==> config.mk <==
export PLATFORM = sky130hd
export DESIGN_NAME = wen_data_merger
export DESIGN_NICKNAME = d
export VERILOG_FILES = /design/src/rtl/wen_data_merger.sv
export SDC_FILE = /design/constraint.sdc
export NUM_CORES = 1
export LEC_CHECK = 0
export BUFFER_PORTS_ARGS = -buffer_cell sky130_fd_sc_hd__buf_2
export CORE_MARGIN = 10
export CORE_UTILIZATION = 40
export CTS_BUF_LIST = sky130_fd_sc_hd__clkbuf_16
export CTS_CLUSTER_SIZE = 20
export DETAILED_ROUTE_END_ITERATION = 10
export PLACE_DENSITY_LB_ADDON = 0.25
export SYNTH_ARGS = -nofsm -noshare
export SYNTH_HDL_FRONTEND = slang
export SYNTH_SLANG_ARGS = --single-unit
==> constraint.sdc <==
create_clock -name clk -period 4.7 [get_ports clk]
set_input_delay 0.47 -clock clk [delete_from_list [all_inputs] [get_ports clk]]
set_output_delay 0.47 -clock clk [all_outputs]
set_load 0.05 [all_outputs]
==> src/rtl/wen_data_merger.sv <==
// wen_data_merger: merges per-channel write strobes/data into one valid/ready stream.
// Each channel feeds a small FIFO. A round-robin arbiter picks which FIFO loads the
// registered output stage. Writes into a full FIFO are dropped and latch a sticky
// per-channel overflow flag.
module wen_data_merger #(
    parameter int unsigned NCH   = 3,
    parameter int unsigned DW    = 8,
    parameter int unsigned DEPTH = 4
) (
    input  logic                                 clk,
    input  logic                                 reset_n,
    input  logic [NCH-1:0]                       wen,
    input  logic [NCH*DW-1:0]                    i_data,
    input  logic                                 freeze,
    input  logic                                 o_ready,
    output logic                                 o_valid,
    output logic [DW-1:0]                        o_data,
    output logic [$clog2(NCH)-1:0]               o_ch,
    output logic [NCH-1:0]                       ovf,
    input  logic                                 ovf_clr,
    output logic [NCH*($clog2(DEPTH)+1)-1:0]     fill
);

    localparam int unsigned AW = $clog2(DEPTH);
    localparam int unsigned FW = AW + 1;
    localparam int unsigned CW = $clog2(NCH);

    logic [DW-1:0] mem    [NCH][DEPTH];
    logic [AW-1:0] wptr_q [NCH];
    logic [AW-1:0] rptr_q [NCH];
    logic [FW-1:0] cnt_q  [NCH];
    logic [CW-1:0] rr_q;

    logic [NCH-1:0] nonempty;
    logic [NCH-1:0] full;
    logic [NCH-1:0] pop;
    logic [NCH-1:0] push_ok;
    logic [NCH-1:0] push_drop;
    logic [CW-1:0]  grant;
    logic           grant_valid;
    logic           load;
    logic [DW-1:0]  head;

    for (genvar g = 0; g < NCH; g++) begin : g_fill
        assign fill[g*FW +: FW] = cnt_q[g];
    end

    // Round-robin search for the first non-empty FIFO starting at the rr pointer.
    always_comb begin
        int idx;
        idx         = 0;
        grant       = '0;
        grant_valid = 1'b0;
        for (int i = 0; i < NCH; i++) begin
            idx = int'(rr_q) + i;
            if (idx >= int'(NCH)) begin
                idx = idx - int'(NCH);
            end
            if (!grant_valid && nonempty[CW'(idx)]) begin
                grant_valid = 1'b1;
                grant       = CW'(idx);
            end
        end
    end

    // Per-channel status, pop/push decisions and the output-stage load condition.
    always_comb begin
        load = (!o_valid || o_ready) && !freeze && grant_valid;
        head = mem[grant][rptr_q[grant]];
        for (int n = 0; n < NCH; n++) begin
            nonempty[n]  = (cnt_q[n] != '0);
            full[n]      = (cnt_q[n] == FW'(DEPTH));
            pop[n]       = load && (grant == CW'(n));
            // A full FIFO being popped this edge frees its slot for the incoming word.
            push_ok[n]   = wen[n] && (!full[n] || pop[n]);
            push_drop[n] = wen[n] && full[n] && !pop[n];
        end
    end

    // FIFO storage; contents need no reset since pointers define validity.
    always_ff @(posedge clk) begin
        for (int n = 0; n < NCH; n++) begin
            if (push_ok[n]) begin
                mem[n][wptr_q[n]] <= i_data[n*DW +: DW];
            end
        end
    end

    // FIFO pointers, occupancy, overflow flags, arbiter pointer and output register.
    always_ff @(posedge clk or negedge reset_n) begin
        if (!reset_n) begin
            for (int n = 0; n < NCH; n++) begin
                wptr_q[n] <= '0;
                rptr_q[n] <= '0;
                cnt_q[n]  <= '0;
            end
            ovf     <= '0;
            rr_q    <= '0;
            o_valid <= 1'b0;
            o_data  <= '0;
            o_ch    <= '0;
        end else begin
            for (int n = 0; n < NCH; n++) begin
                if (push_ok[n]) begin
                    wptr_q[n] <= wptr_q[n] + AW'(1);
                end
                if (pop[n]) begin
                    rptr_q[n] <= rptr_q[n] + AW'(1);
                end
                if (push_ok[n] && !pop[n]) begin
                    cnt_q[n] <= cnt_q[n] + FW'(1);
                end else if (!push_ok[n] && pop[n]) begin
                    cnt_q[n] <= cnt_q[n] - FW'(1);
                end
                // A new overflow beats a simultaneous clear.
                if (push_drop[n]) begin
                    ovf[n] <= 1'b1;
                end else if (ovf_clr) begin
                    ovf[n] <= 1'b0;
                end
            end

            if (load) begin
                o_valid <= 1'b1;
                o_data  <= head;
                o_ch    <= grant;
                rr_q    <= (grant == CW'(NCH - 1)) ? '0 : grant + CW'(1);
            end else if (o_ready) begin
                o_valid <= 1'b0;
            end
        end
    end

endmodule

==> results of run 1 <==
[Yosys cell counts (all sizes together)]
library cell and count:
edfxtp 96, xnor2 12, a31o 1, nand4 1, buf 3, xor2 6
a31oi 12, clkbuf 18, nor2b 4, a2111oi 2, nor4 1, a2111o 3
a21o 17, nor3 3, nand2 44, nor2 33, o221ai 17, and2 21
dfrtp 37, a311oi 8, fa 3, a211oi 1, ha 17, a2bb2oi 1
or2 3, a211o 9, o211ai 1, maj3 1, nor4b 2, mux2i 1
a21oi 17, nand3 5, mux2 6, inv 24, o21ai 5, a41o 3
[final cells by class]
cell class | count | area (sq um)
Antenna cell | 1 | 2.502
Fill cell | 1288 | 7536
Multi-Input combinational cell | 260 | 1891
Timing Repair Buffer | 60 | 315.3
Clock inverter | 15 | 125.1
Clock buffer | 17 | 425.4
Inverter | 24 | 90.09
Sequential cell | 133 | 3809
Tap cell | 184 | 230.2
[logic make-up (layout without fill, tap and decap cells)]
| group | after synthesis | count (layout) | synth area share |
|---|---|---|---|
| compound gates | 97 | 97 | 0.1344 |
| flops | 133 | 133 | 0.6496 |
| other cells | 0 | 1 | 0 |
| xor+xnor | 18 | 18 | 0.02689 |
| fa+ha+maj | 21 | 21 | 0.04844 |
| mux | 7 | 7 | 0.01323 |
| simple gates | 117 | 117 | 0.09795 |
| buf+inv | 45 | 116 | 0.02945 |
[state kept, by name, summed over array words and instances, names as in the netlist]
| signal | count |
|---|---|
| rptr_q | 6 |
| o_data | 8 |
| o_ch | 2 |
| o_valid | 1 |
| mem | 96 |
| ovf | 3 |
| fill | 9 |
| rr_q | 2 |
| wptr_q | 6 |
[critical path: cells and delay by family (launching register included)]
family | cells | cell delay, ns
DFF | 1 | 0.35
adders and majority gates | 3 | 1.02
and+or+nand+nor | 4 | 0.86
xor gates and xnor gates | 2 | 0.33
buffers and inverters | 3 | 0.41
AOI/OAI and AO/OA | 2 | 0.54
[where the power goes]
| group | internal, uW | switching (uW) | total, uW |
|---|---|---|---|
| Sequential | 1620 | 224 | 1840 |
| Combinational | 855 | 1580 | 2440 |
| Clock | 762 | 476 | 1240 |
| Total | 3240 | 2280 | 5520 |
[metal layers]
layer | track usage | vias up | share of wire
li1 | - | 1724 | -
met1 | 0.1906 | 1804 | 0.47
met2 | 0.2094 | 114 | 0.46
met3 | 0.03930 | 11 | 0.067
met4 | 0.04728 | 0 | 0.011
met5 | 0 | - | 0
[per-stage QoR]
stage	utilization	cell area (sq um)	hold WS, ns	cells
global placement	0.4392	6335	0.4602	661
CTS	0.4774	6885	0.2070	693
detailed placement	0.4392	6335	0.4664	661
finish	0.4775	6888	0.1757	694
floorplan	-	5863	0.1744	438
global route	0.4774	6885	0.2376	693
[path summary, 6_finish.rpt]
path                                 from         end  slack [ns]  depth (start not counted)
worst max-delay path              rr_q[0]     fill[8]        1.10                         14
worst min-delay path              reset_n     fill[7]        0.18                          1
worst max register to register    rr_q[0]     fill[8]        1.10                         14
worst min register to register  rptr_q[3]   rptr_q[3]        0.48                          1
max in group asynchronous         reset_n     fill[4]        3.97                          1
min in group clk                i_data[7]  mem[0][31]        0.27                          1
==> out/metrics.yaml, run 1 <==
finish:
  layout_commonest_cell: "edfxtp_1"
  final_nets: 548
  final_layout_size_suffix_gt1_frac: 0.2102
  syn_to_final_growth_pct: 17.48
  final_cell_mix: "96 x edfxtp_1, 54 x buf_2, 42 x nand2_1"
die:
  pin_count: 55
  start_util: 0.4065
  placementRows: 44
  dieHeight_um: 141.1
  fp.dieW_um: 141.1
  design.die.area_sq_um: 19900
  core_sq_um: 14420
critical_path:
  cp-end-kind: "flop"
  path_class: "flop to flop"
  required_ns: 5.03
  max_stage_delay_ns: 0.50
  crit_arrival_ns: 3.93
  path_max_fanout: 20
  crit_chain: "inv_1 > ha_1 > nor4b_1 > o221ai_1 > nor2_1 > buf_4 > nand2_4 > a31oi_4 > ha_1 > inv_1 > fa_1 > xor2_1 > nor2_1 > xor2_1"
  critPathLaunchType: "flop"
  critical-path-slowest-cell: "nor4b_1"
sta:
  rsz0062_at_grt: "false"
  finalSetupViolCount: 0
  worst_pin_slew_ns: 0.8897
  maxSlewHeadroom: 0.4042
  fin_ws_ns: 1.102
  slew_violations: 0
  clock_skew_ns: 0.01312
  period_share: 0.7656
  fin_setup_tns_ns: 0
  hold_viol: 0
  fmax_ghz: 0.2779
  period_needed_ns: 3.598
power:
  peakVddDrop_mv: 0.4392
  total_power_uw: 5518
  power_density_nw_per_um2: 801.1
  cellLeakagePower_uw: 0.002769
synthesis:
  ys_ff_latch: 133
  synth_warnings: 0
  seq_area_frac_synth: 0.6496
  synth_fp_nets: 490
  yosysUniqueCellTypes: 43
  netlist_area_sq_um: 5863
  synth_cells: 438
  yosysTopAreaCell: "edfxtp_1"
  synth.avg_cell_area_sq_um: 13.39
  synth_area_leaders: "edfxtp_1 49%, dfrtp_1 16%, ha_1 3.6%"
  yosys.area.top_type_share: 0.4917
detailed_routing:
  dr.first_iter.drc_count: 419
  wl_um: 13460
  dr.pass1.iters: 5
  via_count: 3653
  via_per_inst: 5.264
  drc: 0
  ant_nets: 0
  wl_per_cell_um: 19.40
clock_network:
  cts_buffers: 17
  htree_levels: 4
  cts_root_buffer: "clkbuf_16"
  ctsHoldBuffers: 0
  cts_sinks: 133
  cts_resized: 0
  clk_pin_slew_worst_paths_ns: 0.06
  cts_setup_buffers: 0
  clock_path_buffers: 2
  clk_latency_ns: 0.42
  cts_tree: "built"
place:
  hpwl_um: 9161
  numPortBuffers: 54
  gp_congestion: 0.8130
  place_worst_setup_slack_ns: 1.207
global_routing:
  grt_overflow: 0
  grt_antenna_before_repair: 1
  grt_pass1_wl_um: 21650
  grt_usage: 0.1401
  grt_pass1_vias: 3777
  grt_max_degree: 53
flow_run:
  drv_cap: 0
min_path:
  hold_path.class: "input pin to asynchronous set/reset pin"
outcome:
  status: "finished clean"
Note: power is estimated with default switching activity, not from simulation.
==> run 2, diff against run 1 <==
==> constraint.sdc (replaced) <==
create_clock -name clk -period 3 [get_ports clk]
set_input_delay 0.3 -clock clk [delete_from_list [all_inputs] [get_ports clk]]
set_output_delay 0.3 -clock clk [all_outputs]
set_load 0.05 [all_outputs]
==> run 2 against run 1 <==
Against the previous run:
- critical path depth decreased by 1
- flip-flop and latch count stayed put
- die area unchanged
- via count rose by 3.4%
- first-iteration DRC count shrank 34%
- clock skew is 0.0054 ns lower
- power is 70% higher
- global-route usage barely moved
- sequential power grew 55%
- critical endpoint is now fill[2]
- critical path type unchanged
==> out/metrics.yaml, run 2 (synthesized netlist as in run 1, its figures left out) <==
place:
  place_worst_setup_slack_ns: -0.1798  # -1.386 ns
  hpwl_um: 9598  # +4.8%
  dp_cells: 693  # +4.8%
  gp_congestion: 0.8257  # +1.6%
  numPortBuffers: 54  # unchanged
sta:
  clock_skew_ns: 0.007714  # -0.005410 ns
  slew_violations: 0  # unchanged
  worst_pin_slew_ns: 0.9160  # +0.02626 ns
  maxSlewHeadroom: 0.3894  # -0.01489
  fmax_ghz: 0.3338  # +20%
  fin_ws_ns: 0.004133  # -1.098 ns
  finalSetupViolCount: 0  # unchanged
  rsz0062_at_grt: "true"
  period_needed_ns: 2.996  # -0.6024 ns
  period_share: 0.9986  # +0.2330
  hold_viol: 0  # unchanged
outcome:
  status: "finished clean"
die:
  core_sq_um: 14420  # unchanged
  design.die.area_sq_um: 19900  # unchanged
  pin_count: 55  # unchanged
  dieHeight_um: 141.1  # unchanged
  placementRows: 44  # unchanged
  fp.dieW_um: 141.1  # unchanged
  start_util: 0.4065  # unchanged
global_routing:
  grt_antenna_before_repair: 2  # +1
  grt_pass1_vias: 3784  # +0.19%
  grt_overflow: 0  # unchanged
  grt_pass1_wl_um: 21450  # -0.92%
  grt_most_used_layer: "met2"
  grt_usage: 0.1402  # about the same
  grtUsageMet1: 0.1927  # +0.002176
  grtUsageMet2: 0.2005  # -0.008826
  grt_util_met3: 0.04064  # +0.001344
  grt_max_degree: 53  # unchanged
detailed_routing:
  wl_um: 13630  # +1.2%
  drc: 0  # unchanged
  dr.pass1.iters: 5  # unchanged
  via_per_inst: 5.135  # -2.5%
  wl_per_cell_um: 18.52  # -4.5%
  ant_nets: 0  # unchanged
  via_count: 3779  # +3.4%
  dr.first_iter.drc_count: 277  # -34%
critical_path:
  max_stage_delay_ns: 0.39  # -0.11 ns
  crit_arrival_ns: 3.33  # -0.60 ns
  critPathLaunchType: "flop"
  critical-path-slowest-cell: "dfrtp_1"
  crit_chain: "buf_6 > ha_4 > maj3_2 > a2111oi_4 > clkbuf_16 > nand3_4 > a31oi_4 > ha_4 > inv_2 > fa_2 > xor2_1 > nor2_1 > xor2_1"
  path_max_fanout: 7  # -65%
  required_ns: 3.34  # -1.69 ns
  path_class: "flop to flop"
  cp-end-kind: "flop"
finish:
  largest_reg_flops: 96  # unchanged
  final_nets: 589  # +7.5%
  final_cell_mix: "96 x edfxtp_1, 54 x buf_2, 42 x nand2_1"
  syn_to_final_growth_pct: 26.95
  final_core_util: 0.5160  # +0.03851
  finalNonFillerCells: 736  # +6.1%
  layout_commonest_cell: "edfxtp_1"
  final_layout_size_suffix_gt1_frac: 0.3218  # +0.1116
  fillers: 1266  # -1.7%
power:
  power_density_nw_per_um2: 1263  # +58%
  peakVddDrop_mv: 0.6857  # +56%
  cellLeakagePower_uw: 0.002999  # +8.3%
clock_network:
  clk_latency_ns: 0.42  # about the same
  clk_pin_slew_worst_paths_ns: 0.06  # about the same
  cts_root_buffer: "clkbuf_16"
  htree_levels: 4  # unchanged
  cts_sinks: 133  # unchanged
  clock_path_buffers: 2  # unchanged
  ctsHoldBuffers: 0  # unchanged
  cts_buffers: 17  # unchanged
  cts_tree: "built"
min_path:
  hold_path.class: "input pin to asynchronous set/reset pin"
flow_run:
  drv_cap: 0  # unchanged
## run 2: cell types whose count changed in the layout (fill, tap and decap cells not counted), sizes merged
| cell | delta |
|---|---|
| clkinv | -2 |
| bufinv | -1 |
| inv | +3 |
| buf | +40 |
| clkbuf | +1 |
| diode | +1 |
## run 2: report_power, final
part | internal (uW) | total, uW | leakage [uW] | switching [uW]
registers | 2550 | 2850 | 0.00132 | 298
clock network | 1160 | 1980 | 0.000275 | 819
logic | 1850 | 4580 | 0.00140 | 2730
total | 5560 | 9400 | 0.00300 | 3850
## run 2: worst paths after layout
path                                  from          to  slack, ns  cells after the start
worst min register to register   rptr_q[5]   rptr_q[5]       0.47                      1
min in group clk                i_data[14]  mem[1][14]       0.09                      1
max in group asynchronous          reset_n     fill[5]       2.31                      1
worst min-delay path               reset_n     fill[6]      0.004                      1
worst max register to register     rr_q[1]     fill[2]      0.004                     13
worst max-delay path               rr_q[1]     fill[2]      0.004                     13
## run 2: per-layer routing
layer	part of all wire	vias to the layer above
met5	0	-
met4	0.017	0
met3	0.059	17
met2	0.44	98
met1	0.48	1852
li1	-	1812
## run 2: critical path, delay by kind of cell, from the launching register on
| family | cells | cell delay, ns |
|---|---|---|
| fa+ha+maj | 4 | 1.09 |
| buf+inv | 3 | 0.39 |
| simple gates | 2 | 0.20 |
| compound gates | 2 | 0.52 |
| xor+xnor | 2 | 0.30 |
| flops | 1 | 0.39 |
## run 2: per-stage QoR
step | area [sq um] | hold WS [ns] | total power (uW) | setup TNS (ns)
after global placement | 6688 | 0.4605 | 7072 | -0.01354
after CTS | 7346 | 0.03955 | 9305 | 0
after global routing | 7438 | 0.08091 | 10010 | -1.035
after floorplan | 5916 | 0.004409 | 5823 | -1.640
final | 7443 | 0.003884 | 9402 | 0
after detailed placement | 6688 | 0.4659 | 7189 | -1.547
## run 2: final cells by class
| class | count | area (sq um) | share of cell area |
|---|---|---|---|
| diodes | 2 | 5.005 | 0.0006724 |
| clock buffers | 17 | 425.4 | 0.05715 |
| clock inverters | 15 | 143.9 | 0.01933 |
| inverters | 24 | 90.09 | 0.01210 |
| multi-input cells | 260 | 2018 | 0.2711 |
| flip-flops and latches | 133 | 3821 | 0.5134 |
| well taps | 184 | 230.2 | 0.03093 |
| repair buffers | 101 | 709.4 | 0.09531 |
## run 2: repair_timing
action                                 in CTS  in global routing
pin swaps                                   9                 16
setup endpoints to repair                  14                 22
gates resized for setup                     6                 16
setup buffers                               6                  4
endpoints found under the hold margin       0                  0
